`config.mk`:
```
export PLATFORM = sky130hd
export DESIGN_NAME = connect4_turn_ctrl
export DESIGN_NICKNAME = d
export VERILOG_FILES = /design/src/rtl/connect4_pkg.sv /design/src/rtl/connect4_move_check.sv /design/src/rtl/connect4_turn_ctrl.sv
export SDC_FILE = /design/constraint.sdc
export NUM_CORES = 1
export LEC_CHECK = 0
export BUFFER_PORTS_ARGS = -buffer_cell sky130_fd_sc_hd__buf_2
export CAP_MARGIN = 20
export CORE_ASPECT_RATIO = 0.5
export CORE_MARGIN = 2
export CORE_UTILIZATION = 45
export CTS_CLUSTER_DIAMETER = 50
export CTS_CLUSTER_SIZE = 10
export DETAILED_ROUTE_END_ITERATION = 10
export MAX_ROUTING_LAYER = met4
export PLACE_DENSITY = 0.73
export SYNTH_ARGS = -nofsm -noshare
export SYNTH_HDL_FRONTEND = slang
export SYNTH_SLANG_ARGS = --single-unit
```
`constraint.sdc`:
```
create_clock -name myClk -period 2.4 [get_ports myClk]
set_clock_uncertainty 0.1 [all_clocks]
set_input_delay 0.36 -clock myClk [delete_from_list [all_inputs] [get_ports myClk]]
set_output_delay 0.36 -clock myClk [all_outputs]
set_load 0.03 [all_outputs]
```
`src/rtl/connect4_pkg.sv`:
```
// Shared constants for the connect4 turn controller: board geometry, key codes,
// FSM state encodings and winner encodings.
package connect4_pkg;

  localparam int unsigned COLS  = 7;
  localparam int unsigned ROWS  = 6;
  localparam int unsigned COL_W = 3;
  localparam int unsigned HGT_W = 3;
  localparam int unsigned KEY_W = 4;
  localparam int unsigned ST_W  = 3;

  localparam logic [KEY_W-1:0] KEY_COL_LO = 4'h1;
  localparam logic [KEY_W-1:0] KEY_COL_HI = 4'h7;
  localparam logic [KEY_W-1:0] KEY_DROP   = 4'hA;
  localparam logic [KEY_W-1:0] KEY_POP    = 4'hB;
  localparam logic [KEY_W-1:0] KEY_CLR    = 4'hC;
  localparam logic [KEY_W-1:0] KEY_NEW    = 4'hE;

  localparam logic [COL_W-1:0] COL_NONE = 3'd7;

  localparam logic [ST_W-1:0] S_SELECT    = 3'd0;
  localparam logic [ST_W-1:0] S_ISSUE     = 3'd1;
  localparam logic [ST_W-1:0] S_WAIT_ACK  = 3'd2;
  localparam logic [ST_W-1:0] S_CHECK     = 3'd3;
  localparam logic [ST_W-1:0] S_REJECT    = 3'd4;
  localparam logic [ST_W-1:0] S_GAME_OVER = 3'd5;

  localparam logic [1:0] WIN_NONE = 2'b00;
  localparam logic [1:0] WIN_DRAW = 2'b11;

endpackage

```
`src/rtl/connect4_move_check.sv`:
```
// Combinational move legality: drop needs headroom, pop needs a piece owned by
// the side to move. Also reports a completely full board.
module connect4_move_check
  import connect4_pkg::*;
(
  input  logic [COL_W-1:0]      col,
  input  logic                  pop,
  input  logic                  player,
  input  logic [HGT_W*COLS-1:0] col_height,
  input  logic [COLS-1:0]       bottom_owner,
  output logic                  legal,
  output logic                  board_full
);

  logic [COLS-1:0] col_hit;
  logic [COLS-1:0] col_full;
  logic [COLS-1:0] col_empty;
  logic            sel_room;
  logic            sel_piece;
  logic            sel_mine;

  // One-hot column select; index 7 (no column) selects nothing and is never legal
  for (genvar c = 0; c < COLS; c++) begin : g_col
    assign col_hit[c]   = (col == COL_W'(c));
    assign col_full[c]  = (col_height[HGT_W*c +: HGT_W] == HGT_W'(ROWS));
    assign col_empty[c] = (col_height[HGT_W*c +: HGT_W] == '0);
  end

  assign sel_room   = |(col_hit & ~col_full);
  assign sel_piece  = |(col_hit & ~col_empty);
  assign sel_mine   = |(col_hit & ~(bottom_owner ^ {COLS{player}}));
  assign legal      = pop ? (sel_piece && sel_mine) : sel_room;
  assign board_full = &col_full;

endmodule

```
`src/rtl/connect4_turn_ctrl.sv`:
```
// Connect4 turn sequencer: turns keypad presses into validated drop/pop commands
// over a valid/ack handshake, with turn, ack and error-flash timers.
module connect4_turn_ctrl
  import connect4_pkg::*;
#(
  parameter int unsigned TURN_TIMEOUT = 50_000_000,
  parameter int unsigned ACK_TIMEOUT  = 16,
  parameter int unsigned ERR_HOLD     = 25_000_000
) (
  input  logic                  myClk,
  input  logic                  reset_n,
  input  logic [KEY_W-1:0]      keypadButton,
  input  logic                  key_valid,
  input  logic [HGT_W*COLS-1:0] col_height,
  input  logic [COLS-1:0]       bottom_owner,
  input  logic                  win_valid,
  input  logic                  win_player,
  output logic                  move_valid,
  output logic [COL_W-1:0]      col,
  output logic                  pop,
  input  logic                  move_ack,
  output logic                  player,
  output logic [COL_W-1:0]      currColumn,
  output logic                  err_flash,
  output logic                  game_over,
  output logic [1:0]            winner,
  output logic                  fault
);

  localparam int unsigned TURN_W = (TURN_TIMEOUT > 1) ? $clog2(TURN_TIMEOUT) : 1;
  localparam int unsigned ACK_W  = (ACK_TIMEOUT > 1) ? $clog2(ACK_TIMEOUT) : 1;
  localparam int unsigned ERR_W  = (ERR_HOLD > 1) ? $clog2(ERR_HOLD) : 1;

  logic [ST_W-1:0]   state_q, state_d;
  logic              move_valid_q, move_valid_d;
  logic [COL_W-1:0]  col_q, col_d;
  logic              pop_q, pop_d;
  logic              player_q, player_d;
  logic [COL_W-1:0]  curr_col_q, curr_col_d;
  logic              err_flash_q, err_flash_d;
  logic              game_over_q, game_over_d;
  logic [1:0]        winner_q, winner_d;
  logic              fault_q, fault_d;
  logic              win_seen_q, win_seen_d;
  logic              win_plr_q, win_plr_d;
  logic [TURN_W-1:0] turn_cnt_q, turn_cnt_d;
  logic [ACK_W-1:0]  ack_cnt_q, ack_cnt_d;
  logic [ERR_W-1:0]  err_cnt_q, err_cnt_d;

  logic             key_col, key_drop, key_pop, key_clr, key_new;
  logic [COL_W-1:0] key_col_idx;
  logic             restart, legal, board_full;
  logic             turn_hit, ack_hit, err_hit, in_handshake;

  assign key_col     = key_valid && (keypadButton >= KEY_COL_LO) && (keypadButton <= KEY_COL_HI);
  assign key_drop    = key_valid && (keypadButton == KEY_DROP);
  assign key_pop     = key_valid && (keypadButton == KEY_POP);
  assign key_clr     = key_valid && (keypadButton == KEY_CLR);
  assign key_new     = key_valid && (keypadButton == KEY_NEW);
  assign key_col_idx = COL_W'(keypadButton - KEY_COL_LO);

  // A new game never abandons a command that is still waiting for its ack
  assign in_handshake = (state_q == S_ISSUE) || (state_q == S_WAIT_ACK);
  assign restart      = key_new && !in_handshake;

  assign turn_hit = (turn_cnt_q == TURN_W'(TURN_TIMEOUT - 1));
  assign ack_hit  = (ack_cnt_q == ACK_W'(ACK_TIMEOUT - 1));
  assign err_hit  = (err_cnt_q == ERR_W'(ERR_HOLD - 1));

  connect4_move_check u_move_check (
    .col          (curr_col_q),
    .pop          (key_pop),
    .player       (player_q),
    .col_height   (col_height),
    .bottom_owner (bottom_owner),
    .legal        (legal),
    .board_full   (board_full)
  );

  // Next-state and next-output logic
  always_comb begin
    state_d      = state_q;
    move_valid_d = move_valid_q;
    col_d        = col_q;
    pop_d        = pop_q;
    player_d     = player_q;
    curr_col_d   = curr_col_q;
    err_flash_d  = err_flash_q;
    game_over_d  = game_over_q;
    winner_d     = winner_q;
    fault_d      = fault_q;
    win_seen_d   = win_seen_q;
    win_plr_d    = win_plr_q;
    turn_cnt_d   = turn_cnt_q;
    ack_cnt_d    = ack_cnt_q;
    err_cnt_d    = err_cnt_q;

    if (restart) begin
      state_d     = S_SELECT;
      player_d    = 1'b1;
      curr_col_d  = COL_NONE;
      err_flash_d = 1'b0;
      game_over_d = 1'b0;
      winner_d    = WIN_NONE;
      fault_d     = 1'b0;
      turn_cnt_d  = '0;
    end else begin
      case (state_q)
        S_SELECT, S_REJECT: begin
          if (win_valid) begin
            state_d     = S_GAME_OVER;
            game_over_d = 1'b1;
            winner_d    = {win_player, ~win_player};
            err_flash_d = 1'b0;
          end else if (turn_hit) begin
            state_d     = S_SELECT;
            turn_cnt_d  = '0;
            player_d    = ~player_q;
            curr_col_d  = COL_NONE;
            err_flash_d = 1'b0;
          end else begin
            turn_cnt_d = turn_cnt_q + 1'b1;
            if (key_col) begin
              state_d     = S_SELECT;
              curr_col_d  = key_col_idx;
              err_flash_d = 1'b0;
            end else if (key_clr) begin
              state_d     = S_SELECT;
              curr_col_d  = COL_NONE;
              err_flash_d = 1'b0;
            end else if (state_q == S_REJECT) begin
              if (err_hit) begin
                state_d     = S_SELECT;
                err_flash_d = 1'b0;
              end else begin
                err_cnt_d = err_cnt_q + 1'b1;
              end
            end else if ((key_drop || key_pop) && (curr_col_q != COL_NONE)) begin
              if (legal) begin
                state_d      = S_ISSUE;
                move_valid_d = 1'b1;
                col_d        = curr_col_q;
                pop_d        = key_pop;
                ack_cnt_d    = '0;
                win_seen_d   = 1'b0;
              end else begin
                state_d     = S_REJECT;
                err_flash_d = 1'b1;
                err_cnt_d   = '0;
              end
            end
          end
        end
        S_ISSUE, S_WAIT_ACK: begin
          state_d = S_WAIT_ACK;
          if (win_valid) begin
            win_seen_d = 1'b1;
            win_plr_d  = win_player;
          end
          if (move_ack) begin
            state_d      = S_CHECK;
            move_valid_d = 1'b0;
            player_d     = ~player_q;
            curr_col_d   = COL_NONE;
            turn_cnt_d   = '0;
          end else if (ack_hit) begin
            state_d      = S_GAME_OVER;
            move_valid_d = 1'b0;
            fault_d      = 1'b1;
            game_over_d  = 1'b1;
            winner_d     = WIN_NONE;
          end else begin
            ack_cnt_d = ack_cnt_q + 1'b1;
          end
        end
        S_CHECK: begin
          // A win strobe arriving in this very cycle still counts and beats a draw
          if (win_seen_q || win_valid) begin
            state_d     = S_GAME_OVER;
            game_over_d = 1'b1;
            winner_d    = win_valid ? {win_player, ~win_player} : {win_plr_q, ~win_plr_q};
          end else if (board_full) begin
            state_d     = S_GAME_OVER;
            game_over_d = 1'b1;
            winner_d    = WIN_DRAW;
          end else begin
            state_d = S_SELECT;
          end
        end
        S_GAME_OVER: begin
          state_d = S_GAME_OVER;
        end
        default: begin
          state_d = S_SELECT;
        end
      endcase
    end
  end

  always_ff @(posedge myClk or negedge reset_n) begin
    if (!reset_n) begin
      state_q      <= S_SELECT;
      move_valid_q <= 1'b0;
      col_q        <= '0;
      pop_q        <= 1'b0;
      player_q     <= 1'b1;
      curr_col_q   <= COL_NONE;
      err_flash_q  <= 1'b0;
      game_over_q  <= 1'b0;
      winner_q     <= WIN_NONE;
      fault_q      <= 1'b0;
      win_seen_q   <= 1'b0;
      win_plr_q    <= 1'b0;
      turn_cnt_q   <= '0;
      ack_cnt_q    <= '0;
      err_cnt_q    <= '0;
    end else begin
      state_q      <= state_d;
      move_valid_q <= move_valid_d;
      col_q        <= col_d;
      pop_q        <= pop_d;
      player_q     <= player_d;
      curr_col_q   <= curr_col_d;
      err_flash_q  <= err_flash_d;
      game_over_q  <= game_over_d;
      winner_q     <= winner_d;
      fault_q      <= fault_d;
      win_seen_q   <= win_seen_d;
      win_plr_q    <= win_plr_d;
      turn_cnt_q   <= turn_cnt_d;
      ack_cnt_q    <= ack_cnt_d;
      err_cnt_q    <= err_cnt_d;
    end
  end

  assign move_valid = move_valid_q;
  assign col        = col_q;
  assign pop        = pop_q;
  assign player     = player_q;
  assign currColumn = curr_col_q;
  assign err_flash  = err_flash_q;
  assign game_over  = game_over_q;
  assign winner     = winner_q;
  assign fault      = fault_q;

endmodule

```
==> impl_metrics.yaml <==
pwr:
  p_leak_nw: 2.613
  power.internal_mw: 3.563
  peakVddDrop_mv: 0.4128
  p_comb_share_pct: 45.7
  power.share.clock_pct: 25.1
  p_seq_share_pct: 29.2
  p_sw_share_pct: 38.02
  p_per_area_nw_per_um2: 1001
  p_sw_mw: 2.186
  total_power_mw: 5.750
layout:
  drive_above_1_share_pct: 27.99
  final_nets: 652
  multi_input_area_sq_um: 2581
  seq_area_sq_um: 1857
  layoutNonFillerInstCount: 747
  syn2layout_area_growth_pct: 26.31
  nFillCells: 864
clocking:
  cts_root_buffer: "clkbuf_16"
  clock_latency_ns: 0.34
  cts_buffers: 9
  clkTransAtPathRegs_ns: 0.06
  cts_htree_levels: 3
  ctsLongestPathBuffers: 2
  cts.sinks: 74
  cts_tree: "done"
worst_hold_path:
  hold_class: "in2reg"
  hold_depth: 2
worst_setup_path:
  critical_path_depth: 9
  endpoint_kind: "register"
  crit_chain: "buf_4 -> nand2b_1 -> nor3_1 -> a211oi_2 -> a21boi_4 -> buf_4 -> a21boi_4 -> buf_4 -> nor2_1"
  critPathTopFamily: "compound AO/OA/AOI/OAI gates"
  critPathMaxStageDelay_ns: 0.56
  worstRegToRegCells: 9
  critPathMaxFanout: 18
  cp-start-kind: "register"
  crit_type: "reg2reg"
  crit_required_ns: 2.52
  arrival_ns: 2.44
  cp_slowest_cell: "dfstp_2"
  path_buf_inv: 3
  cpMostUsedCell: "buf_4"
global_route:
  grt_pass1_wl_microns: 18620
  antenna_found_initial: 1
  grt_pass1_vias: 3905
  grt_use_total_pct: 22.08
  grt_overflow: 0
  grt_max_degree: 41
timing:
  slew_viol_final: 0
  fmax_mhz: 431.7
  relSlewSlack_pct: 62.41
  rsz0062_at_grt: "true"
  setup_viol: 0
  tightest_slew_ns: 0.5638
  fin_crit_sh_pct: 96.52
  period_needed_ns: 2.317
  finalHoldViolCount: 0
logic_synthesis:
  syn_nets: 544
  synth_area_sq_um: 4547
  ys_seq_elements: 74
  synth_seq_area_share_pct: 40.84
  synth_flop_cell: "dfrtp_1"
  syn_avg_cell_area_sq_um: 9.130
  synthTopCellsByCount: "dfrtp_1, nor2_1, nand2_1"
  yosysMostFrequentCell: "dfrtp_1"
  synth_top_area_share_pct: 38.53
  yosys-top-cells-area: "dfrtp_1, nor2_1, xor2_1"
  synth_edf_count: 0
  synth_warnings: 0
  yosys.cell_types.count: 72
  syn_inst: 498
  synth_top_cell_by_area: "dfrtp_1"
  synth-async-reset-ratio_pct: 100.0
detailed_routing:
  vias: 4110
  final_antenna_net_count: 0
  drtPass1Iterations: 4
  wl_per_cell_microns: 14.98
  vias_per_cell: 5.502
  drc: 0
  drt_iter0_markers: 275
  routed_wl_microns: 11190
place:
  hpwl_microns: 8112
  dpl.cell_count: 725
  globalplace.congestion: 0.9392
  portBuffers: 51
floorplanning:
  dieHeight_microns: 75.08
  core-area_sq_um: 9634
  die_area_sq_um: 10970
  num_rows: 25
  initial_core_util_pct: 47.19
  io-pin-count: 52
  die_w_microns: 146.2
run:
  maxCapViolCount: 0
status:
  run_status: "finished, final reports clean"
## placed cells by master (no fill, tap or decap), types with 5 or more instances in the layout
cell type | Yosys | layout
a21oi_1 | 28 | 28
a31oi_1 | 9 | 9
and2_1 | 5 | 5
and3_1 | 12 | 12
buf_2 | 8 | 50
buf_4 | 3 | 58
clkbuf_16 | 0 | 9
dfrtp_1 | 70 | 70
ha_1 | 8 | 8
inv_1 | 12 | 12
nand2_1 | 49 | 49
nand3_1 | 27 | 27
nand4_1 | 14 | 14
nand4b_1 | 5 | 5
nor2_1 | 68 | 68
nor3_1 | 6 | 6
nor4_1 | 6 | 6
o21ai_0 | 25 | 25
or3_1 | 6 | 6
xnor2_1 | 5 | 5
xor2_1 | 29 | 29
## cell type report
class	count	share of cell area, %
diodes	1	0.04357
clock buffers	10	4.161
clock inverters	6	1.394
inverters	12	0.7843
multi-input cells	395	44.95
flip-flops and latches	74	32.33
well taps	135	2.941
repair buffers	114	13.40
## sequential cells by signal (all words and copies together), names as in the netlist, 2 cells and up
| signal | count |
|---|---|
| state_q | 3 |
| currColumn | 3 |
| winner | 2 |
| col | 3 |
| ack_cnt_q | 4 |
| err_cnt_q | 25 |
| turn_cnt_q | 26 |
## metrics by stage
stage	TNS [ns]	utilization, %	cell area, sq um	worst slack (ns)	hold WS [ns]
CTS	0	58.86	5670	0.002169	0.1494
detailed placement	-3.434	55.36	5334	-0.1858	0.2779
finish	0	59.61	5743	0.08344	0.1528
global route	-0.4626	59.61	5743	-0.04280	0.1524
floorplan	0	-	4547	0.01387	-0.03559
global placement	-0.5820	55.36	5334	-0.06543	0.2772
## power by group through the flow
stage	clock (mW)	sequential [mW]	combinational, mW
after CTS	1.47	1.67	2.58
final	1.44	1.68	2.63
after floorplan	0	1.81	1.49
after global placement	0	1.70	2.48
after global routing	1.53	1.71	2.88
after detailed placement	0	1.71	2.52
## timing repair
item	4_1_cts	5_1_grt
setup buffers	1	4
hold buffers	1	0
setup endpoints to repair	1	52
hold endpoints to repair	39	0
pin swaps	0	11
gates resized for setup	0	10
## routing by layer
layer	wire length, microns	GRT usage, %	vias up
met5	0	-	-
met1	5151	26.95	1990
met2	5353	36.32	82
li1	-	-	2016
met3	483	5.576	22
met4	200	8.306	0
## worst paths after layout
kind	slack (ns)	start	endpoint
worst max-delay path	0.08	currColumn[0]$_DFFE_PN1P_	err_cnt_q[4]$_DFFE_PN0P_
worst min-delay path	0.15	keypadButton[0]	currColumn[0]$_DFFE_PN1P_
worst max register to register	0.08	currColumn[0]$_DFFE_PN1P_	err_cnt_q[4]$_DFFE_PN0P_
worst min register to register	0.40	fault$_DFFE_PN0P_	fault$_DFFE_PN0P_
max in group asynchronous	1.10	reset_n	currColumn[2]$_DFFE_PN1P_
min in group asynchronous	0.45	reset_n	err_cnt_q[20]$_DFFE_PN0P_
## cells by family after synthesis
kind of cell             share of synthesized area [%]
AO/OA/AOI/OAI                                    15.44
XOR/XNOR                                         6.907
adder cells (fa/ha/maj)                          2.202
buffers and inverters                            3.192
flip-flops                                       40.84
multiplexers                                     1.871
AND/OR/NAND/NOR                                  29.55
No activity file was read; power rests on OpenSTA's default activity.
